`config.mk`:
```
export PLATFORM = sky130hd
export DESIGN_NAME = iir_decim_out
export DESIGN_NICKNAME = d
export VERILOG_FILES = /design/src/rtl/iir_decim_out.sv
export SDC_FILE = /design/constraint.sdc
export NUM_CORES = 1
export LEC_CHECK = 0
export ABC_AREA = 1
export CORE_ASPECT_RATIO = 1.25
export CORE_MARGIN = 2
export CORE_UTILIZATION = 35
export DETAILED_ROUTE_END_ITERATION = 12
export PLACE_DENSITY_LB_ADDON = 0.05
export SKIP_CTS_REPAIR_TIMING = 1
export SYNTH_ARGS = -nofsm -noshare
export SYNTH_HDL_FRONTEND = slang
export SYNTH_SLANG_ARGS = --single-unit
```
`constraint.sdc`:
```
create_clock -name clk -period 3.5 [get_ports clk]
set_input_delay 0.7 -clock clk [delete_from_list [all_inputs] [get_ports clk]]
set_output_delay 0.7 -clock clk [all_outputs]
set_load 0.02 [all_outputs]
```
`src/rtl/iir_decim_out.sv`:
```
// sync_fifo: generic first-word-fall-through FIFO. dout shows the head with no read latency.
// The caller must not push when full without a pop in the same cycle, and must not pop when empty.
module sync_fifo #(
  parameter int W     = 16,
  parameter int DEPTH = 8
) (
  input  logic                   clk,
  input  logic                   reset,
  input  logic                   push,
  input  logic                   pop,
  input  logic [W-1:0]           din,
  output logic [W-1:0]           dout,
  output logic [$clog2(DEPTH):0] cnt
);
  localparam int AW = $clog2(DEPTH);

  logic [W-1:0]  mem [DEPTH];
  logic [AW-1:0] wr_ptr;
  logic [AW-1:0] rd_ptr;

  // Storage needs no reset; the occupancy count decides what is visible.
  always_ff @(posedge clk) begin
    if (push) mem[wr_ptr] <= din;
  end

  always_ff @(posedge clk or negedge reset) begin
    if (!reset) begin
      wr_ptr <= '0;
      rd_ptr <= '0;
      cnt    <= '0;
    end else begin
      if (push) wr_ptr <= wr_ptr + 1'b1;
      if (pop)  rd_ptr <= rd_ptr + 1'b1;
      case ({push, pop})
        2'b10:   cnt <= cnt + 1'b1;
        2'b01:   cnt <= cnt - 1'b1;
        default: ;
      endcase
    end
  end

  assign dout = mem[rd_ptr];
endmodule

// iir_decim_out: averages 2^LOG2_DECIM IIR samples, then applies gain, rounding and saturation. The result enters the FWFT FIFO one edge after the last sample of the group.
// A result that finds the FIFO full, with no pop in the same cycle, is dropped and sets the sticky overflow flag.
module iir_decim_out #(
  parameter int DW         = 16,
  parameter int LOG2_DECIM = 2,
  parameter int GAIN_SH    = 0,
  parameter int DEPTH      = 8
) (
  input  logic                   clk,
  input  logic                   reset,
  input  logic [DW-1:0]          x_in,
  input  logic                   x_en,
  input  logic                   flush,
  output logic [DW-1:0]          y_out,
  output logic                   y_valid,
  input  logic                   y_ready,
  output logic [$clog2(DEPTH):0] fifo_cnt,
  output logic                   overflow
);
  localparam int D  = 1 << LOG2_DECIM;
  localparam int AW = DW + LOG2_DECIM + 1;
  localparam int TW = AW + GAIN_SH + 1;
  localparam int PW = (LOG2_DECIM > 0) ? LOG2_DECIM : 1;
  localparam int CW = $clog2(DEPTH) + 1;

  localparam logic [PW-1:0]        PH_LAST = PW'(D - 1);
  localparam logic [CW-1:0]        FULL    = CW'(DEPTH);
  localparam logic signed [TW-1:0] RND     = TW'((1 << LOG2_DECIM) >> 1);
  localparam logic signed [TW-1:0] SAT_MAX = TW'((1 << (DW - 1)) - 1);
  localparam logic signed [TW-1:0] SAT_MIN = ~SAT_MAX;

  logic signed [AW-1:0] acc;
  logic signed [AW-1:0] x_ext;
  logic [PW-1:0]        ph;
  logic                 dump;

  assign x_ext = {{(LOG2_DECIM + 1){x_in[DW-1]}}, x_in};

  always_ff @(posedge clk or negedge reset) begin
    if (!reset) begin
      acc  <= '0;
      ph   <= '0;
      dump <= 1'b0;
    end else if (flush) begin
      acc  <= '0;
      ph   <= '0;
      dump <= 1'b0;
    end else begin
      dump <= 1'b0;
      if (x_en) begin
        acc <= ((ph == '0) ? '0 : acc) + x_ext;
        if (ph == PH_LAST) begin
          ph   <= '0;
          dump <= 1'b1;
        end else begin
          ph <= ph + 1'b1;
        end
      end
    end
  end

  // The dump stage reads acc before it is overwritten by the next group's first sample.
  logic signed [TW-1:0] t_gain;
  logic signed [TW-1:0] t_rnd;
  logic [DW-1:0]        dump_dat;

  always_comb begin
    t_gain = TW'(acc) <<< GAIN_SH;
    t_rnd  = (t_gain + RND) >>> LOG2_DECIM;
    if (t_rnd > SAT_MAX)      dump_dat = SAT_MAX[DW-1:0];
    else if (t_rnd < SAT_MIN) dump_dat = SAT_MIN[DW-1:0];
    else                      dump_dat = t_rnd[DW-1:0];
  end

  logic          push_req;
  logic          push;
  logic          pop;
  logic [DW-1:0] head;

  assign y_valid  = (fifo_cnt != '0);
  assign pop      = y_valid & y_ready;
  assign push_req = dump & ~flush;
  assign push     = push_req & ((fifo_cnt < FULL) | pop);
  assign y_out    = y_valid ? head : '0;

  always_ff @(posedge clk or negedge reset) begin
    if (!reset)                overflow <= 1'b0;
    else if (push_req & ~push) overflow <= 1'b1;
  end

  sync_fifo #(.W(DW), .DEPTH(DEPTH)) u_fifo (
    .clk   (clk),
    .reset (reset),
    .push  (push),
    .pop   (pop),
    .din   (dump_dat),
    .dout  (head),
    .cnt   (fifo_cnt)
  );
endmodule

```
# [Word level (Yosys, flattened, before mapping)]
# Memory sizes are Yosys's and may differ from the RTL's.
# Index checks and enable logic that the tools add are counted.
[totals] ff_bits=33 mem_bits_rw=128 in_bits=21 out_inout_bits=22 wordCells=47 n_memories=1
[classes] add_sub_neg=7 magnitude_cmp=3 n_eq_ne=3 n_mux=15 bitwise_logic=7 reduce_logical=4
[memory_table] memory="u_fifo.mem" words=8 width=16 read_ports=1 rd_ports_with_merged_regs=0 write_ports=1 line_no="17" source="logic [W-1:0] mem [DEPTH];"
[op_table] operator="19-bit two-way mux" count=3
[op_table] operator="16-bit two-way mux" count=3
[op_table] operator="19-bit by 3-bit adder with 20-bit output (second input constant)" count=1
[op_table] operator="19-bit adder" count=1
[op_table] operator="18-bit by 16-bit > comparator with 1-bit output (second input constant)" count=1
[op_table] operator="18-bit by 16-bit < comparator with 1-bit output (second input constant)" count=1
[op_table] operator="4-bit one-hot mux with 2 select lines" count=1
[op_table] operator="3-bit by 1-bit adder with 3-bit output (second input constant)" count=2
[op_table] operator="2-bit two-way mux" count=3
[op_table] operator="1-bit two-way mux" count=5
[op_table] operator="4-bit by 1-bit adder with 4-bit output (second input constant)" count=1
[op_table] operator="1-bit AND" count=4
[op_table] operator="2-bit == test (second input constant)" count=2
[op_table] operator="4-bit < comparator (second input constant)" count=1
[op_table] operator="2-bit nonzero test" count=2
[op_table] operator="4-bit nonzero test" count=1
[op_table] operator="4-bit by 1-bit subtractor with 4-bit output (second input constant)" count=1
[op_table] operator="2-bit by 1-bit adder with 2-bit output (second input constant)" count=1
[op_table] operator="2-bit by 1-bit == test with 1-bit output (second input constant)" count=1
[op_table] operator="2-bit logical NOT" count=1
[op_table] operator="1-bit inverter" count=2
[op_table] operator="1-bit bitwise OR" count=1

# [Depth between registers and ports, before layout]
# Gate-level depths: netlist (run 1).
[depth] depth_word=6 mapped_depth=18 mapped_depth_nobuf=16

# [Hierarchy]
# From an unflattened synthesis (run 1), not the netlist that was laid out.
[unflattened] cells_unflattened=902 hier_area_um2=8369.3
[modules_own_cells] mod="sync_fifo" instances=1 cells_each=435 area_per_inst_um2=5545.3 seq_area_each_um2=4093.9
[modules_own_cells] mod="iir_decim_out" instances=1 cells_each=467 area_per_inst_um2=2824.0 seq_area_each_um2=575.6

# [Worst setup path before layout (run 1)]
# Ideal clock, no wire load.
[synth_path] path_type="flip-flop to flip-flop" from="register u_fifo.cnt[1]" to="memory u_fifo.mem[4][0], enable pin" setup_ns=0.409 arrival_time_ns=2.440 required_ns=3.091 setup_slack_ns=0.651 stages_incl_launch_ff=8 path_buffers=0 synth_period_minus_slack_ns=2.849 cell_sequence="dfrtp_1 -> inv_1 -> nand3_2 -> nand2_2 -> nand2_1 -> nand3_1 -> or2_1 -> nor3_1"
[synth_between] elab_chain_cells=6 elab_cells_between_ends=7 cone_classes="order compare (1); mux (2); bitwise (3); reduce/logical (1)"
[synth_lines] element="start, declared" line_no="13" source="output logic [$clog2(DEPTH):0] cnt"
[synth_lines] element="start signal, assigned" line_no="35" source="2'b10: cnt <= cnt + 1'b1;"
[synth_lines] element="start signal, assigned" line_no="36" source="2'b01: cnt <= cnt - 1'b1;"
[synth_lines] element="branches (longest 2 deep; another with 4-bit < comparator)"
[synth_lines] element="1-bit bitwise OR (*)" line_no="127" source="assign push = push_req & ((fifo_cnt < FULL) | pop);"
[synth_lines] element="1-bit AND (*)" line_no="127"
[synth_lines] element="1-bit two-way mux (*)" line_no="23" source="if (push) mem[wr_ptr] <= din;"
[synth_lines] element="1-bit two-way mux (implied by the code) (*)" line_no="23"
[synth_lines] element="end, declared" line_no="17"
# Mark *: on every way between the ends.

# [Final worst setup path (run 1)]
[layout_path] from="register u_fifo.rd_ptr[0]" to="output y_out[15]"
[layout_between] elab_chain_cells=2
[layout_lines] element="start, declared" line_no="19" source="logic [AW-1:0] rd_ptr;"
[layout_lines] element="start signal, assigned" line_no="33" source="if (pop) rd_ptr <= rd_ptr + 1'b1;"
[layout_lines] element="memory read 8 x 16 bit"
[layout_lines] element="16-bit two-way mux" line_no="128" source="assign y_out = y_valid ? head : '0;"
[layout_lines] element="end, declared" line_no="58" source="output logic [DW-1:0] y_out,"
# Every way passes these cells.

==> run_results.csv, run 1 <==
group,metric,value,unit
setup_path,worstSetupEndpointType,"output port",
clocking,cts_max_path_buffers,2,
floorplan,rows,62,
setup_path,r2r-start,"ph[0]",
power,p_sw_share,37.1,%
power,p_int,4.08,mW
cells_and_area,finalNetCount,967,
global_routing,grt_max_degree,66,
setup_path,path_cells,"buf_12, nor2_1, o32ai_1, o21ai_0, nor2_1, clkdlybuf4s50_1",
floorplan,start_util,35.7,%
worst_hold_path,holdPathEnd,"overflow",
power,cellPowerDensity,673,nW/um^2
setup_path,r2r-end,"acc[17]",
cells_and_area,diodes,0,
synthesis,synth_warnings,0,
synthesis,synthCells,867,
placed_design,dpl.hpwl,13900,um
synthesis,netlist_top_cells_count,"nor2_1 (191), nand2_1 (160), edfxtp_1 (128)",
setup_path,crit_family,"buffers and inverters",
drt,drt_iter0_markers,286,
timing,worstMarginPinSlew,1010,ps
timing,tns,0,ps
global_routing,gr-usage-met2,32.3,%
floorplan,die_area,24700,sq um
floorplan,core,23000,sq um
timing,min_period,3170,ps
setup_path,start_kind,"register",
worst_hold_path,min_path_type,"register to register",
power,netSwitchingPower,2.40,mW
clocking,cts_tree,"yes",
timing,setup_violations,0,
global_routing,overflow,0,
worst_hold_path,min_from,"overflow",
floorplan,boundaryPins,43,
timing,fin_crit_sh,90.6,%
worst_hold_path,hold-path-cell-count,1,
synthesis,yosys-top-cells-area,"edfxtp_1 (47%), dfrtp_1 (10%), nor2_1 (8.7%)",
timing,final-hold-violation-count,0,
synthesis,seq_area_frac_synth,56.8,%
global_routing,grt_pass1_wl,33100,um
power,leakagePower,3.88,nW
timing,rsz0062_at_grt,"no",
synthesis,syn_avg_cell_area,9.48,sq um
setup_path,worstRegToRegCells,13,
clocking,clock_sinks,161,
drt,vias_per_cell,4.92,
synthesis,synth_cell_type_count,36,
clocking,cts_buffers,17,
timing,drv_slew,0,
timing,fin_skew,10.7,ps
power,p_clk_share,27.2,%
global_routing,met3_usage,2.18,%
cells_and_area,multi_input_area,3140,sq um
synthesis,synth_top_cell_by_area,"edfxtp_1",
global_routing,use_met1,20.8,%
setup_path,cpMaxStageDelayCell,"clkdlybuf4s50_1",
drt,wl_per_cell,16.8,um
cells_and_area,nFillCells,2229,
clocking,insertion_delay,420,ps
setup_path,crit_type,"register to output port",
power,max-vdd-ir-drop,0.000391,V
floorplan,die_w,141,um
run_status,status,"completed",
setup_path,critPathMaxFanout,65,
setup_path,cp.arrival,2470,ps
flow_run,maxCapViolCount,0,
synthesis,synth-seq-cells,161,
synthesis,synth_edf_count,128,
timing,slew_headroom,32.6,%
setup_path,crit_buf_inv,2,
clocking,htreeDepth,4,
clocking,cts_root_buf,"clkbuf_16",
power,pwr-share-comb,37.6,%
power,finalPower,6.48,mW
power,p_seq_share,35.1,%
setup_path,cp_common_cell,"nor2_1",
synthesis,syn_nets,916,
cells_and_area,drive_gt1_share,9.02,%
synthesis,synth.top_cell.area_share,46.8,%
global_routing,grt_usage,17.4,%
global_routing,antenna_found_initial,0,
global_routing,grt_pass1_vias,6180,
cells_and_area,area_growth,17.2,%
drt,totalWireLength,20500,um
timing,max_freq,315,MHz
setup_path,reg2reg_slack,640,ps
setup_path,required,2800,ps
synthesis,syn_area,8220,sq um
cells_and_area,seq_area,4670,sq um
placed_design,io_buffers,42,
synthesis,synthArstFlopShare,20.5,%
setup_path,cp_slowest_stage_delay,650,ps
drt,vias,6002,
drt,drc_errors,0,
global_routing,grt-busiest-layer,"met2",
floorplan,fp.dieH,175,um
drt,ant_nets,0,
placed_design,gp_congestion,0.839,
synthesis,synth_top_flop_cell,"edfxtp_1",
drt,firstDrtPassIters,5,
clocking,path_clk_slew,70,ps
synthesis,synth_most_common_cell,"nor2_1",
-- power groups by stage --
stage | sequential (mW) | combinational [mW] | clock (mW)
floorplan | 2.32 | 1.50 | 0
global placement | 2.32 | 2.45 | 0
detailed placement | 2.32 | 2.48 | 0
CTS | 2.28 | 2.49 | 1.82
global route | 2.29 | 2.72 | 1.89
finish | 2.28 | 2.44 | 1.77
-- cell usage in the layout, fill, tap and decap left out, types with 4 or more instances in the layout --
cell	n
nor2_1	191
nand2_1	160
edfxtp_1	128
inv_1	72
o21ai_0	71
clkdlybuf4s50_1	42
o32ai_1	32
dfrtp_1	32
nand3_1	27
ha_1	26
a21oi_1	21
xor2_1	18
buf_4	18
clkbuf_16	17
nand2_2	11
nor3_1	5
o22ai_1	5
nand3b_1	5
inv_8	5
nor3_2	4
-- metrics by stage --
stage	cell area [sq um]	hold slack [ps]	cells	utilization (%)	worst slack, ps
after floorplan	8220	404	867	-	651
after global placement	9060	502	1187	39.3	618
after detailed placement	9060	502	1187	39.3	615
after CTS	9630	514	1219	41.8	298
after global routing	9630	534	1219	41.8	169
final	9630	507	1219	41.8	330
-- layer usage --
layer / share of wire, % / vias to the layer above
li1: - / 3039
met1: 44 / 2850
met2: 52 / 91
met3: 2.5 / 22
met4: 1.8 / 0
met5: 0 / -
-- kinds of logic after synthesis --
kind of cell / share of synthesized area, %
simple gates: 21.5
buf+inv: 5.09
flops: 56.8
compound gates: 10.0
fa+ha+maj: 4.45
xor+xnor: 2.13
-- worst max-delay path by stage --
stage	from	end	slack (ps)	depth (start not counted)
after floorplan	u_fifo.cnt[1]	u_fifo.mem[4][0]	650	7
after global placement	ph[0]	acc[17]	620	13
after detailed placement	ph[0]	acc[17]	610	13
after CTS	u_fifo.rd_ptr[0]	y_out[15]	300	6
after global routing	u_fifo.rd_ptr[0]	y_out[15]	170	6
final	u_fifo.rd_ptr[0]	y_out[15]	330	6
-- sequential cells by signal (all words and copies together) (netlist names) --
name           flops
acc               19
dump               1
overflow           1
ph                 2
u_fifo.cnt         4
u_fifo.mem       128
u_fifo.rd_ptr      3
u_fifo.wr_ptr      3
-- area by class of cell --
cell class              instances  area share, %
clock buffers                  17           4.42
clock inverters                15           1.48
inverters                      74           2.88
multi-input cells             601           32.6
flip-flops and latches        161           48.5
well taps                     288           3.74
repair buffers                 63           6.39
Note: power is estimated with default switching activity, not from simulation.
==> run 2, diff against run 1 <==
SKIP_LAST_GASP = 1   (was default)
==> results of run 2 <==
No change in the layout: final DEF, timing and power equal those of run 1.
